`config.mk`:
```
export PLATFORM = sky130hd
export DESIGN_NAME = y_signature_collector_flat
export DESIGN_NICKNAME = d
export VERILOG_FILES = /design/src/rtl/y_signature_collector_if.sv /design/src/rtl/y_signature_collector.sv /design/src/flat_wrapper.sv
export SDC_FILE = /design/constraint.sdc
export NUM_CORES = 1
export LEC_CHECK = 0
export BUFFER_PORTS_ARGS = -buffer_cell sky130_fd_sc_hd__buf_2
export CAP_MARGIN = 30
export CELL_PAD_IN_SITES_DETAIL_PLACEMENT = 0
export CELL_PAD_IN_SITES_GLOBAL_PLACEMENT = 1
export CORE_AREA = 2 2 253 255
export CTS_CLUSTER_SIZE = 14
export DETAILED_ROUTE_END_ITERATION = 7
export DIE_AREA = 0 0 255 257
export PLACE_DENSITY_LB_ADDON = 0.12
export SLEW_MARGIN = 0
export SYNTH_ARGS = -nofsm -noshare
export SYNTH_HDL_FRONTEND = slang
export SYNTH_SLANG_ARGS = --single-unit
```
`constraint.sdc`:
```
create_clock -name clk -period 3.6 [get_ports clk]
set_input_delay 0 -clock clk [delete_from_list [all_inputs] [get_ports clk]]
set_output_delay 0 -clock clk [all_outputs]
set_load 0.05 [all_outputs]
```
`src/rtl/y_signature_collector_if.sv`:
```
// Bus bundle between the upstream stimulus/DUT side and the signature collector.
interface y_signature_collector_if #(
  parameter int Y_WIDTH   = 550,
  parameter int SIG_WIDTH = 32,
  parameter int CNT_WIDTH = 16
);
  logic                 start;
  logic [CNT_WIDTH-1:0] num_samples;
  logic [SIG_WIDTH-1:0] golden;
  logic                 y_valid;
  logic [Y_WIDTH-1:0]   y;
  logic                 busy;
  logic                 done;
  logic                 match;
  logic [SIG_WIDTH-1:0] signature;
  logic [CNT_WIDTH-1:0] sample_count;

  modport master (
    output start, num_samples, golden, y_valid, y,
    input  busy, done, match, signature, sample_count
  );

  modport slave (
    input  start, num_samples, golden, y_valid, y,
    output busy, done, match, signature, sample_count
  );
endinterface

```
`src/rtl/y_signature_collector.sv`:
```
// Compacts qualified samples of the y bus into a MISR signature and compares
// the final value against a golden signature latched at start.
module y_signature_collector #(
  parameter int          Y_WIDTH   = 550,
  parameter int          SIG_WIDTH = 32,
  parameter logic [31:0] POLY      = 32'h04C11DB7,
  parameter logic [31:0] SEED      = 32'hFFFFFFFF,
  parameter int          SKIP      = 1,
  parameter int          CNT_WIDTH = 16
) (
  input  logic                     clk,
  input  logic                     rst_n,
  y_signature_collector_if.slave   bus
);

  localparam int NSLICE    = (Y_WIDTH + SIG_WIDTH - 1) / SIG_WIDTH;
  localparam int EXT_WIDTH = NSLICE * SIG_WIDTH;
  localparam logic [SIG_WIDTH-1:0] POLY_L = SIG_WIDTH'(POLY);
  localparam logic [SIG_WIDTH-1:0] SEED_L = SIG_WIDTH'(SEED);
  // Skip counter only needs to reach SKIP-1; keep at least one bit so SKIP=0 still elaborates.
  localparam int SKW = (SKIP > 1) ? $clog2(SKIP) : 1;
  localparam logic [SKW-1:0] SKIP_LAST = SKW'((SKIP > 0) ? SKIP - 1 : 0);

  typedef enum logic [1:0] {S_IDLE, S_SKIP, S_COLLECT, S_DONE} state_t;

  state_t               state_q, state_d;
  logic [SIG_WIDTH-1:0] sig_q, sig_d;
  logic [CNT_WIDTH-1:0] cnt_q, cnt_d;
  logic [CNT_WIDTH-1:0] num_q, num_d;
  logic [SIG_WIDTH-1:0] golden_q, golden_d;
  logic [SKW-1:0]       skip_q, skip_d;
  logic                 match_q, match_d;

  logic [EXT_WIDTH-1:0] y_ext;
  logic [SIG_WIDTH-1:0] fold;
  logic [SIG_WIDTH-1:0] misr_next;

  // Zero-extend y to a whole number of signature-wide slices.
  assign y_ext = EXT_WIDTH'(bus.y);

  // XOR all slices of the extended bus together.
  always_comb begin
    fold = '0;
    for (int i = 0; i < NSLICE; i++) begin
      fold = fold ^ y_ext[i*SIG_WIDTH +: SIG_WIDTH];
    end
  end

  assign misr_next = {sig_q[SIG_WIDTH-2:0], 1'b0}
                   ^ (sig_q[SIG_WIDTH-1] ? POLY_L : '0)
                   ^ fold;

  // Next-state logic: start always wins and re-arms the run from scratch.
  always_comb begin
    state_d  = state_q;
    sig_d    = sig_q;
    cnt_d    = cnt_q;
    num_d    = num_q;
    golden_d = golden_q;
    skip_d   = skip_q;
    match_d  = match_q;
    if (bus.start) begin
      num_d    = bus.num_samples;
      golden_d = bus.golden;
      sig_d    = SEED_L;
      cnt_d    = '0;
      skip_d   = '0;
      match_d  = 1'b0;
      if (bus.num_samples == '0) begin
        // Zero-length run: the signature is just the seed.
        state_d = S_DONE;
        match_d = (SEED_L == bus.golden);
      end else if (SKIP > 0) begin
        state_d = S_SKIP;
      end else begin
        state_d = S_COLLECT;
      end
    end else begin
      case (state_q)
        S_SKIP: begin
          if (bus.y_valid) begin
            skip_d = skip_q + 1'b1;
            if (skip_q == SKIP_LAST) state_d = S_COLLECT;
          end
        end
        S_COLLECT: begin
          if (bus.y_valid) begin
            sig_d = misr_next;
            cnt_d = cnt_q + 1'b1;
            if (cnt_q == num_q - 1'b1) begin
              // Compare against the value being registered this edge so match
              // is valid in the same cycle done first shows.
              state_d = S_DONE;
              match_d = (misr_next == golden_q);
            end
          end
        end
        default: ;
      endcase
    end
  end

  // State registers with synchronous active-low reset.
  always_ff @(posedge clk) begin
    if (!rst_n) begin
      state_q  <= S_IDLE;
      sig_q    <= SEED_L;
      cnt_q    <= '0;
      num_q    <= '0;
      golden_q <= '0;
      skip_q   <= '0;
      match_q  <= 1'b0;
    end else begin
      state_q  <= state_d;
      sig_q    <= sig_d;
      cnt_q    <= cnt_d;
      num_q    <= num_d;
      golden_q <= golden_d;
      skip_q   <= skip_d;
      match_q  <= match_d;
    end
  end

  assign bus.busy         = (state_q == S_SKIP) || (state_q == S_COLLECT);
  assign bus.done         = (state_q == S_DONE);
  assign bus.match        = match_q;
  assign bus.signature    = sig_q;
  assign bus.sample_count = cnt_q;

endmodule

```
`src/flat_wrapper.sv`:
```
// flat-port wrapper written by rule: the top's interface ports become plain ports
module y_signature_collector_flat 
#(
  parameter int          Y_WIDTH   = 550,
  parameter int          SIG_WIDTH = 32,
  parameter logic [31:0] POLY      = 32'h04C11DB7,
  parameter logic [31:0] SEED      = 32'hFFFFFFFF,
  parameter int          SKIP      = 1,
  parameter int          CNT_WIDTH = 16
)
  (clk, rst_n, bus_start, bus_num_samples, bus_golden, bus_y_valid, bus_y, bus_busy, bus_done, bus_match, bus_signature, bus_sample_count);
  y_signature_collector_if #(.Y_WIDTH(Y_WIDTH), .SIG_WIDTH(SIG_WIDTH), .CNT_WIDTH(CNT_WIDTH)) bus_i ();
  input  logic clk;
  input  logic rst_n;
  input wire logic [$bits(bus_i.start)-1:0] bus_start;
  input wire logic [$bits(bus_i.num_samples)-1:0] bus_num_samples;
  input wire logic [$bits(bus_i.golden)-1:0] bus_golden;
  input wire logic [$bits(bus_i.y_valid)-1:0] bus_y_valid;
  input wire logic [$bits(bus_i.y)-1:0] bus_y;
  output wire logic [$bits(bus_i.busy)-1:0] bus_busy;
  output wire logic [$bits(bus_i.done)-1:0] bus_done;
  output wire logic [$bits(bus_i.match)-1:0] bus_match;
  output wire logic [$bits(bus_i.signature)-1:0] bus_signature;
  output wire logic [$bits(bus_i.sample_count)-1:0] bus_sample_count;
  assign bus_i.start = bus_start;
  assign bus_i.num_samples = bus_num_samples;
  assign bus_i.golden = bus_golden;
  assign bus_i.y_valid = bus_y_valid;
  assign bus_i.y = bus_y;
  assign bus_busy = bus_i.busy;
  assign bus_done = bus_i.done;
  assign bus_match = bus_i.match;
  assign bus_signature = bus_i.signature;
  assign bus_sample_count = bus_i.sample_count;
  y_signature_collector #(.Y_WIDTH(Y_WIDTH), .SIG_WIDTH(SIG_WIDTH), .POLY(POLY), .SEED(SEED), .SKIP(SKIP), .CNT_WIDTH(CNT_WIDTH)) u_core (.clk(clk), .rst_n(rst_n), .bus(bus_i));
endmodule
```
==> key figures <==
Logic synthesis
  – Async S/R FF share, synth: 0
  – Yosys warning count: 0
  – Post-synth EDFFs: 0
  – Main flop type after synthesis: dfxtp_1
  – Yosys top cell area share: 0.432
  – Avg Cell Area, Syn: 9.18 um^2
  – Register area share after synthesis: 0.199
  – Synth area leaders: xnor2_1 43%, dfxtp_1 20%, xnor3_1 5.8%
  – Synth cell types: 60
  – Seq cells post-synth: 100
  – Mapped cell area: 10100 um^2
  – Synth area leader: xnor2_1
  – Net Count, Synth: 1706
  – Post-synthesis cell count: 1099

Placed design
  – Placed cell areas: 14300 um^2
  – GPL Wtd Cong: 0.810
  – HPWL Detailed: 44400 um
  – IO Port Bufs: 652

Finish
  – Core Util, Final: 0.241
  – Final instance area: 15100 um^2
  – P&R area growth vs syn: 50.2%
  – Layout cells sized above 1: 0.382
  – Fin nets: 2393
  – Most frequent cells in the layout: 651 x buf_2, 497 x xnor2_1, 99 x dfxtp_1
  – Commonest non-fill, non-tap cell in the layout: buf_2

Clocking
  – Clock Path Buffers: 2
  – Clock Latency Late Sink: 390 ps
  – Clock net sink count: 100
  – Total clock buffers created by CTS: 9
  – CTS root buf: clkbuf_16
  – CTS tree: done
  – Post_cts resized: 0
  – H-tree depth: 3
  – Reg clk slew, reported paths: 80 ps

Drt
  – Final ANT Viol Nets: 0
  – # DRC: 0
  – Via count: 9846
  – Post-DR wirelength/cell: 19.0 um
  – Pre-antenna DRT Iters: 4
  – Final wirelength: 50400 um
  – Starting DRT DRC Count: 282
  – Via/cell ratio: 3.71

Power
  – Peak supply drop: 0.184 mV
  – Sequential cell fraction of total power: 0.225
  – Pwr dens: 350 nW/um^2
  – Int Pwr: 3.16 mW
  – Comb pwr share: 0.585
  – Leakage power: 6.47 nW
  – Switch share: 0.403
  – Net Switching: 2.14 mW
  – Clk pwr share: 0.190

Global routing
  – Grt ovf: 0
  – Pin count of the biggest net entering global routing: 49
  – Vias in the first global route: 10370
  – Tot GR Track Use: 0.148
  – First-pass GRT wire length: 69200 um
  – Initial antenna violation count: 25

Die
  – Core Area: 62700 um^2
  – Die span in y: 257 um
  – Die area: 65500 um^2
  – Row Count: 92
  – Number of top-level pins: 653
  – Initial core utilization: 0.161
  – Die Wd: 255 um

STA
  – Final Setup Violations: 0
  – Least-Margin Pin Slew: 809 ps
  – Hold Vio Cnt, Final: 0
  – Crit path time final: 2990 ps
  – Fmax: 334 MHz
  – Slew Viols, Final: 0
  – Setup TNS: 0 ps
  – Clock Skew: 18.0 ps
  – Slew HR: 0.461
  – RSZ-0062 raised after global routing: no
  – Period utilisation layout: 0.831

Worst setup path
  – Data arrival, critical path: 3300 ps
  – Crit path kind: flop to flop
  – Setup crit end kind: flop
  – Reg-to-Reg Start: u_core.bus.signature[31]
  – Startpoint types: flop
  – Data required time of the critical path: 3910 ps
  – Critical Path Start: u_core.bus.signature[31]
  – Worst r2r path cells: 9
  – CP Max Fanout: 13
  – R2R setup slack: 610 ps

Flow run
  – Total of max-cap violations: 0

Min path
  – Worst hold stages: 4
  – Hold Path Class: input port to flop
  – Hold_sp: bus_y_valid

Outcome
  – Status: finished, final reports clean
[worst paths after layout]
path | endpoint
setup / recovery | u_core.bus.match
setup reg to reg | u_core.bus.match
hold / removal | u_core.skip_q
hold reg to reg | u_core.bus.signature[22]
[synthesized netlist by cell type (2+ instances only)]
| library cell | number |
|---|---|
| nand2_1 | 63 |
| a21oi_1 | 6 |
| xnor2_2 | 2 |
| a311oi_1 | 2 |
| buf_1 | 2 |
| nand2b_1 | 5 |
| and2_1 | 2 |
| inv_1 | 11 |
| ha_1 | 5 |
| xor2_1 | 61 |
| nor4b_1 | 2 |
| a22oi_1 | 5 |
| nor3_1 | 6 |
| nand4b_1 | 2 |
| and3_1 | 7 |
| and4_1 | 2 |
| nand3_1 | 14 |
| o21ai_0 | 4 |
| mux2i_1 | 50 |
| o211ai_1 | 30 |
| xnor3_1 | 26 |
| nor4_1 | 12 |
| dfxtp_1 | 100 |
| a21o_1 | 3 |
| nor2_1 | 42 |
| nand4_1 | 15 |
| a31oi_1 | 3 |
| a2111oi_0 | 3 |
| o311ai_0 | 2 |
| nor2b_1 | 54 |
| xnor2_1 | 497 |
| clkbuf_1 | 28 |
| o22a_1 | 2 |
| nor3b_1 | 5 |
[sequential cells by signal, summed over array words and instances (netlist names)]
register,count
u_core.num_q,16
u_core.bus.signature,32
u_core.skip_q,1
u_core.golden_q,32
u_core.bus.sample_count,16
u_core.state_q,2
u_core.bus.match,1
[through the flow]
stage / total power, mW / hold slack (ps) / worst slack (ps) / std cells
after floorplan: 3.19 / 169 / 804 / 1099
after global placement: 4.37 / 272 / 494 / 2573
after detailed placement: 4.38 / 290 / 545 / 2573
after CTS: 5.51 / 6.27 / 501 / 2636
after global routing: 5.72 / 40.3 / 293 / 2651
final: 5.30 / 33.9 / 608 / 2653
[what timing repair did]
action | 4_1_cts | 5_1_grt
setup buffers | 0 | 0
hold buffers | 48 | 0
hold endpoints to repair | 48 | 0
[cell type report]
cell class                      instances  area [um^2]
Clock buffer                           10          239
Multi-Input combinational cell        956         7910
Tap cell                              846         1060
Antenna cell                           17         42.5
Fill cell                            7004        47600
Timing Repair Buffer                  708         3810
Clock inverter                          5         42.5
Sequential cell                       100         2000
Inverter                               11         41.3
[power groups by stage]
stage	Combinational, mW	Clock (mW)	Sequential [mW]
after floorplan	1.97	0	1.22
after global placement	3.15	0	1.22
after detailed placement	3.15	0	1.22
after CTS	3.22	1.08	1.20
after global routing	3.41	1.11	1.20
final	3.10	1.01	1.19
[routing by layer]
| metal | GRT usage | part of all wire | vias up |
|---|---|---|---|
| met4 | 0.0335 | 0.011 | 12 |
| met2 | 0.284 | 0.54 | 319 |
| met5 | 0 | 0.0014 | - |
| met3 | 0.0376 | 0.060 | 41 |
| met1 | 0.159 | 0.39 | 4455 |
| li1 | - | - | 5019 |
[cell families (layout without fill, tap and decap cells)]
kind of cell | after synthesis | after routing | share of synthesized area
multiplexers | 50 | 50 | 0.0496
AO/OA/AOI/OAI | 78 | 78 | 0.0589
buffers and inverters | 43 | 734 | 0.0184
AND/OR/NAND/NOR | 236 | 236 | 0.121
other | 0 | 17 | 0
adder cells (fa/ha/maj) | 5 | 5 | 0.00620
XOR/XNOR | 587 | 587 | 0.548
flip-flops | 100 | 100 | 0.199
[worst max-delay path: stages, from the launching register on]
cell	delay, ps
dfxtp_2	620
xor2_2	190
xnor2_1	110
xnor2_1	250
xnor3_1	450
a222oi_1	360
and4bb_1	250
nand4_1	80
o41a_1	460
mux2i_1	150
Note: power is estimated with default switching activity, not from simulation.
